===== config.mk =====
export PLATFORM = sky130hd
export DESIGN_NAME = ball_game_ctrl
export DESIGN_NICKNAME = d
export VERILOG_FILES = /design/src/rtl/ball_game_ctrl_pkg.sv /design/src/rtl/ball_game_ctrl_collide.sv /design/src/rtl/ball_game_ctrl.sv
export SDC_FILE = /design/constraint.sdc
export NUM_CORES = 1
export LEC_CHECK = 0
export CAP_MARGIN = 10
export CORE_ASPECT_RATIO = 1.25
export CORE_MARGIN = 3
export CORE_UTILIZATION = 54
export CTS_CLUSTER_DIAMETER = 40
export DETAILED_ROUTE_END_ITERATION = 10
export GPL_TIMING_DRIVEN = 0
export PLACE_DENSITY = 0.95
export SYNTH_ARGS = -nofsm -noshare
export SYNTH_HDL_FRONTEND = slang
export SYNTH_HIERARCHICAL = 1
export SYNTH_SLANG_ARGS = --single-unit

===== constraint.sdc =====
create_clock -name iFrame_CLK -period 5.8 [get_ports iFrame_CLK]
set_input_delay 1.16 -clock iFrame_CLK [delete_from_list [all_inputs] [get_ports iFrame_CLK]]
set_output_delay 1.16 -clock iFrame_CLK [all_outputs]
set_load 0.01 [all_outputs]

===== src/rtl/ball_game_ctrl_pkg.sv =====
// Shared definitions for the bouncing-ball game: state codes, screen geometry,
// the crash-vector payload and the ball block's orientation codes.
package ball_game_ctrl_pkg;

    localparam int unsigned SCREEN_W     = 640;
    localparam int unsigned SCREEN_H     = 480;
    localparam int unsigned BALL_SIZE    = 8;
    localparam int unsigned PADDLE_W     = 64;
    localparam int unsigned PADDLE_Y     = 440;
    localparam int unsigned HIT_WIN      = 4;
    localparam int unsigned SERVE_FRAMES = 60;
    localparam int unsigned INIT_LIVES   = 3;
    localparam int unsigned SCORE_W      = 8;
    localparam int unsigned POS_W        = 10;
    localparam int unsigned CMP_W        = 11;
    localparam int unsigned LIVES_W      = 3;

    // Direction codes shared with the ball block
    localparam logic [1:0] BALL_TOWARD_UP_LEFT    = 2'd0;
    localparam logic [1:0] BALL_TOWARD_UP_RIGHT   = 2'd1;
    localparam logic [1:0] BALL_TOWARD_DOWN_LEFT  = 2'd2;
    localparam logic [1:0] BALL_TOWARD_DOWN_RIGHT = 2'd3;

    typedef enum logic [2:0] {
        ST_IDLE  = 3'd0,
        ST_SERVE = 3'd1,
        ST_PLAY  = 3'd2,
        ST_MISS  = 3'd3,
        ST_OVER  = 3'd4
    } game_state_e;

    typedef struct packed {
        logic left;
        logic right;
        logic up;
        logic down;
    } crash_t;

endpackage


===== src/rtl/ball_game_ctrl_collide.sv =====
// ball_collide: combinational wall/paddle/miss detection from ball and paddle
// positions, widened to 11 bits so the far-edge sums cannot wrap.
module ball_collide #(
    parameter int unsigned SCREEN_W  = ball_game_ctrl_pkg::SCREEN_W,
    parameter int unsigned SCREEN_H  = ball_game_ctrl_pkg::SCREEN_H,
    parameter int unsigned BALL_SIZE = ball_game_ctrl_pkg::BALL_SIZE,
    parameter int unsigned PADDLE_W  = ball_game_ctrl_pkg::PADDLE_W,
    parameter int unsigned PADDLE_Y  = ball_game_ctrl_pkg::PADDLE_Y,
    parameter int unsigned HIT_WIN   = ball_game_ctrl_pkg::HIT_WIN
) (
    input  logic [ball_game_ctrl_pkg::POS_W-1:0] i_ball_x,
    input  logic [ball_game_ctrl_pkg::POS_W-1:0] i_ball_y,
    input  logic [ball_game_ctrl_pkg::POS_W-1:0] i_paddle_x,
    output ball_game_ctrl_pkg::crash_t           o_crash_c,
    output logic                                 o_miss_c
);
    import ball_game_ctrl_pkg::*;

    logic [CMP_W-1:0] w_x;
    logic [CMP_W-1:0] w_y;
    logic [CMP_W-1:0] w_px;
    logic [CMP_W-1:0] w_x_end;
    logic [CMP_W-1:0] w_y_end;
    logic [CMP_W-1:0] w_px_end;

    assign w_x      = CMP_W'(i_ball_x);
    assign w_y      = CMP_W'(i_ball_y);
    assign w_px     = CMP_W'(i_paddle_x);
    assign w_x_end  = w_x + CMP_W'(BALL_SIZE);
    assign w_y_end  = w_y + CMP_W'(BALL_SIZE);
    assign w_px_end = w_px + CMP_W'(PADDLE_W);

    assign o_crash_c.left  = (w_x <= CMP_W'(2));
    assign o_crash_c.right = (w_x_end >= CMP_W'(SCREEN_W - 2));
    assign o_crash_c.up    = (w_y <= CMP_W'(2));
    // Paddle hit: bottom edge inside the hit window and horizontal overlap
    assign o_crash_c.down  = (w_y_end >= CMP_W'(PADDLE_Y))
                          && (w_y_end <= CMP_W'(PADDLE_Y + HIT_WIN))
                          && (w_x_end > w_px)
                          && (w_x < w_px_end);
    assign o_miss_c        = (w_y_end >= CMP_W'(SCREEN_H));

endmodule


===== src/rtl/ball_game_ctrl.sv =====
// ball_game_ctrl: frame-rate game sequencer (idle/serve/play/miss/over) that
// gates the ball block's reset and crash inputs and tracks score and lives.
module ball_game_ctrl #(
    parameter int unsigned SCREEN_W     = ball_game_ctrl_pkg::SCREEN_W,
    parameter int unsigned SCREEN_H     = ball_game_ctrl_pkg::SCREEN_H,
    parameter int unsigned BALL_SIZE    = ball_game_ctrl_pkg::BALL_SIZE,
    parameter int unsigned PADDLE_W     = ball_game_ctrl_pkg::PADDLE_W,
    parameter int unsigned PADDLE_Y     = ball_game_ctrl_pkg::PADDLE_Y,
    parameter int unsigned HIT_WIN      = ball_game_ctrl_pkg::HIT_WIN,
    parameter int unsigned SERVE_FRAMES = ball_game_ctrl_pkg::SERVE_FRAMES,
    parameter int unsigned INIT_LIVES   = ball_game_ctrl_pkg::INIT_LIVES,
    parameter int unsigned SCORE_W      = ball_game_ctrl_pkg::SCORE_W
) (
    input  logic                                 iFrame_CLK,
    input  logic                                 iRST_n,
    input  logic                                 iStart,
    input  logic [ball_game_ctrl_pkg::POS_W-1:0] iBall_x,
    input  logic [ball_game_ctrl_pkg::POS_W-1:0] iBall_y,
    input  logic [ball_game_ctrl_pkg::POS_W-1:0] iPaddle_x,
    output logic [3:0]                           oCrash,
    output logic                                 oBall_RST_n,
    output logic [SCORE_W-1:0]                   oScore,
    output logic [2:0]                           oLives,
    output logic [2:0]                           oState
);
    import ball_game_ctrl_pkg::*;

    localparam int unsigned CNT_W = $clog2(SERVE_FRAMES + 1);

    game_state_e        r_state,       w_state_nxt;
    logic [CNT_W-1:0]   r_serve_cnt,   w_serve_cnt_nxt;
    logic [SCORE_W-1:0] r_score,       w_score_nxt;
    logic [LIVES_W-1:0] r_lives,       w_lives_nxt;
    logic               r_hit_q,       w_hit_q_nxt;
    logic               r_ball_rst_n,  w_ball_rst_n_nxt;
    crash_t             w_crash;
    logic               w_miss;

    ball_collide #(
        .SCREEN_W  (SCREEN_W),
        .SCREEN_H  (SCREEN_H),
        .BALL_SIZE (BALL_SIZE),
        .PADDLE_W  (PADDLE_W),
        .PADDLE_Y  (PADDLE_Y),
        .HIT_WIN   (HIT_WIN)
    ) u_collide (
        .i_ball_x   (iBall_x),
        .i_ball_y   (iBall_y),
        .i_paddle_x (iPaddle_x),
        .o_crash_c  (w_crash),
        .o_miss_c   (w_miss)
    );

    always_ff @(posedge iFrame_CLK or negedge iRST_n) begin
        if (!iRST_n) begin
            r_state      <= ST_IDLE;
            r_serve_cnt  <= '0;
            r_score      <= '0;
            r_lives      <= LIVES_W'(INIT_LIVES);
            r_hit_q      <= 1'b0;
            r_ball_rst_n <= 1'b0;
        end else begin
            r_state      <= w_state_nxt;
            r_serve_cnt  <= w_serve_cnt_nxt;
            r_score      <= w_score_nxt;
            r_lives      <= w_lives_nxt;
            r_hit_q      <= w_hit_q_nxt;
            r_ball_rst_n <= w_ball_rst_n_nxt;
        end
    end

    // Ball reset is released exactly while the next state is PLAY
    always_comb begin
        w_state_nxt      = r_state;
        w_serve_cnt_nxt  = r_serve_cnt;
        w_score_nxt      = r_score;
        w_lives_nxt      = r_lives;
        w_hit_q_nxt      = 1'b0;
        w_ball_rst_n_nxt = 1'b0;
        case (r_state)
            ST_IDLE: begin
                w_score_nxt = '0;
                w_lives_nxt = LIVES_W'(INIT_LIVES);
                if (iStart) begin
                    w_state_nxt     = ST_SERVE;
                    w_serve_cnt_nxt = '0;
                end
            end
            ST_SERVE: begin
                if (r_serve_cnt == CNT_W'(SERVE_FRAMES - 1)) begin
                    w_state_nxt      = ST_PLAY;
                    w_serve_cnt_nxt  = '0;
                    w_ball_rst_n_nxt = 1'b1;
                end else begin
                    w_serve_cnt_nxt = r_serve_cnt + CNT_W'(1);
                end
            end
            ST_PLAY: begin
                if (w_miss) begin
                    w_state_nxt = ST_MISS;
                    w_lives_nxt = r_lives - LIVES_W'(1);
                end else begin
                    w_ball_rst_n_nxt = 1'b1;
                    w_hit_q_nxt      = w_crash.down;
                    if (w_crash.down && !r_hit_q && (r_score != '1)) begin
                        w_score_nxt = r_score + SCORE_W'(1);
                    end
                end
            end
            ST_MISS: begin
                if (r_lives == '0) begin
                    w_state_nxt = ST_OVER;
                end else begin
                    w_state_nxt     = ST_SERVE;
                    w_serve_cnt_nxt = '0;
                end
            end
            ST_OVER: begin
                if (iStart) begin
                    w_state_nxt     = ST_SERVE;
                    w_serve_cnt_nxt = '0;
                    w_score_nxt     = '0;
                    w_lives_nxt     = LIVES_W'(INIT_LIVES);
                end
            end
            default: begin
                w_state_nxt = ST_IDLE;
            end
        endcase
    end

    assign oCrash      = (r_state == ST_PLAY) ? 4'(w_crash) : 4'b0000;
    assign oBall_RST_n = r_ball_rst_n;
    assign oScore      = r_score;
    assign oLives      = r_lives;
    assign oState      = 3'(r_state);

endmodule


==> impl_metrics.json <==
{
  "antenna_found_initial": 0,
  "p_leak_uw": 0.00121,
  "syn2layout_area_growth_pct": 30.6,
  "gp_congestion": 0.833,
  "ant_nets": 0,
  "required_ps": 4640,
  "synth_top_area_share_pct": 24.1,
  "r2r_slack_ps": 3800,
  "critPathArrivalTime_ps": 4370,
  "yosysWarningCount": 6,
  "drc": 0,
  "critPathMaxStageDelay_ps": 640,
  "max_freq_mhz": 181,
  "ys_async_sr_fraction_pct": 100,
  "cpMaxStageDelayCell": "clkdlybuf4s50_1",
  "die_area_sq_um": 4630,
  "maxCapViolations": 0,
  "final_common_cell": "clkdlybuf4s50_1",
  "die_w_microns": 61.4,
  "grt_pass1_vias": 1925,
  "crit_top_cell": "clkdlybuf4s50_1",
  "n_antenna_cell": 0,
  "vias_per_cell": 6.22,
  "synth_cells": 241,
  "path_cells": "clkdlybuf4s50_1 > and4_1 > nand2_1 > xnor2_1 > ha_1 > and3_1 > nand3_1 > o221a_2 > a2111oi_2 > and2_1 > clkdlybuf4s50_1",
  "outcome": "finished clean",
  "rows": 24,
  "place_hpwl_microns": 4020,
  "cts_root_buf": "clkbuf_8",
  "worstMarginPinSlew_ps": 988,
  "layout_setup_ws_ps": 273,
  "cts_sinks": 22,
  "rsz0062_at_grt": "false",
  "ios": 52,
  "clock_skew_ps": 5.92,
  "routedWlPerCell_microns": 15.1,
  "final-setup-viol-count": 0,
  "fp.coreArea_sq_um": 3600,
  "finalMaxSlewViolations": 0,
  "dr.pass1.iters": 5,
  "synth_fp_nets": 300,
  "clkTransAtPathRegs_ps": 90,
  "fin_crit_ps": 5530,
  "cts_tree": "built",
  "ys_seq_area_share_pct": 26.7,
  "tns_ps": 0,
  "finalCritPeriodShare_pct": 95.3,
  "irDropWorstVdd_uv": 95.4,
  "cts_buffers": 3,
  "track_usage_pct": 22.1,
  "max_slew_margin_pct": 33.9,
  "grt_max_degree": 23,
  "syn_avg_cell_area_sq_um": 8.61,
  "drt-total-wl_microns": 5060,
  "path_buf_inv": 2,
  "end_kind": "primary output",
  "startpoint_type": "primary input",
  "vias": 2083,
  "synth_top_cell_by_area": "dfrtp_1",
  "dieHeight_microns": 75.3,
  "clockBufferDepth": 2,
  "htree_levels": 1,
  "first_iter_violations": 94,
  "num-fill-cells": 273,
  "dp_slack_ps": 108,
  "critPathTopFamily": "buffers and inverters",
  "port_buffers": 51,
  "insertion_delay_ps": 270,
  "hold_buffers": 0,
  "hold_class": "reg -> reg",
  "synth.ff_latch_count": 22,
  "layout_common_cells": "clkdlybuf4s50_1 (51), ha_1 (26), inv_1 (20), nand2_1 (20), dfrtp_1 (20)",
  "syn_area_sq_um": 2070,
  "drive_gt1_share_pct": 8.11,
  "start_util_pct": 57.6,
  "gr-total-overflow": 0,
  "critPathKind": "in -> out",
  "synth_edf_count": 0,
  "hold_viol_final": 0,
  "final_net_count": 356,
  "cellPowerDensity_nw_per_um2": 177,
  "grt_pass1_wl_microns": 8010,
  "crit_fanout": 7,
  "yosysUniqueCellTypes": 53,
  "synth_area_leaders": "dfrtp_1 (24%), ha_1 (16%), inv_1 (3.6%)",
  "synth_flop_cell": "dfrtp_1"
}
[area by class of cell]
class	count	area (sq um)	area share, %
Multi-Input combinational cell	192	1410	52.0
Sequential cell	22	553	20.4
Timing Repair Buffer	51	510	18.8
Inverter	21	78.8	2.91
Tap cell	39	48.8	1.80
Clock buffer	3	41.3	1.52
Buffer	6	38.8	1.43
Clock inverter	1	30.0	1.11
[sequential cells by signal (all words and copies together) (netlist names)]
| signal | flops |
|---|---|
| oScore | 8 |
| r_serve_cnt | 6 |
| oState | 3 |
| oBall_RST_n | 1 |
| r_hit_q | 1 |
| oLives | 3 |
[cells by family (layout without fill, tap and decap cells)]
logic type / Yosys count / after routing / share of synthesized area, %
buf+inv: 27 / 82 / 5.67
simple gates: 96 / 96 / 25.8
flops: 22 / 22 / 26.7
fa+ha+maj: 26 / 26 / 15.7
mux: 3 / 3 / 1.45
xor+xnor: 9 / 9 / 3.80
compound gates: 58 / 58 / 20.9
[synth_stat cells, types with 3 or more instances]
| cell | count |
|---|---|
| a21oi_1 | 8 |
| dfrtp_1 | 20 |
| o21ai_0 | 11 |
| nand4_1 | 5 |
| or2_2 | 4 |
| nor2_1 | 7 |
| a21o_1 | 6 |
| o21ai_1 | 3 |
| xor2_1 | 4 |
| o31ai_2 | 5 |
| nand3_1 | 15 |
| o311ai_0 | 5 |
| clkbuf_1 | 3 |
| nand2b_1 | 6 |
| and2_1 | 6 |
| nand2_1 | 20 |
| nand3b_1 | 3 |
| a31oi_1 | 4 |
| xnor2_1 | 5 |
| nor4_1 | 5 |
| or3_1 | 5 |
| inv_1 | 20 |
| nor3_1 | 4 |
| and3_1 | 6 |
| ha_1 | 26 |
| mux2i_1 | 3 |
[power by group]
part	leakage [uW]	switching (uW)	internal, uW
Sequential	0.000290	16.6	169
Clock	0.0000357	54.8	92.4
Combinational	0.000881	76.4	71.0
Total	0.00121	148	333
[routing by layer]
metal  vias up  global-route usage [%]  wire (microns)
met1      1013                    24.5            2070
li1       1002                       -               -
met4         0                    7.78              82
met2        61                    42.8            2740
met3         7                    1.69             168
met5         -                       0               0
[worst paths after layout]
check / from / endpoint / cells after the start
min in group asynchronous: iRST_n / r_serve_cnt[3] / 1
worst max-delay path: iBall_x[5] / oCrash[0] / 11
worst min-delay path: r_serve_cnt[0] / r_serve_cnt[0] / 1
worst min register to register: r_serve_cnt[0] / r_serve_cnt[0] / 1
max in group asynchronous: iRST_n / oScore[1] / 1
worst max register to register: oState[1] / oScore[4] / 4
[per-stage QoR]
stage	hold WS (ps)	std cells	total power (uW)	utilization (%)	instance area (sq um)
after floorplan	468	241	275	-	2070
after global placement	494	331	326	73.1	2630
after detailed placement	509	331	333	73.1	2630
after CTS	521	335	479	75.1	2710
after global routing	543	335	505	75.2	2710
final	516	335	481	75.2	2710
[repair_timing]
item / 4_1_cts / 5_1_grt
endpoints found under the setup margin: 0 / 1
resized for setup: 0 / 1
setup buffers: 0 / 0
Note: power is estimated with default switching activity, not from simulation.
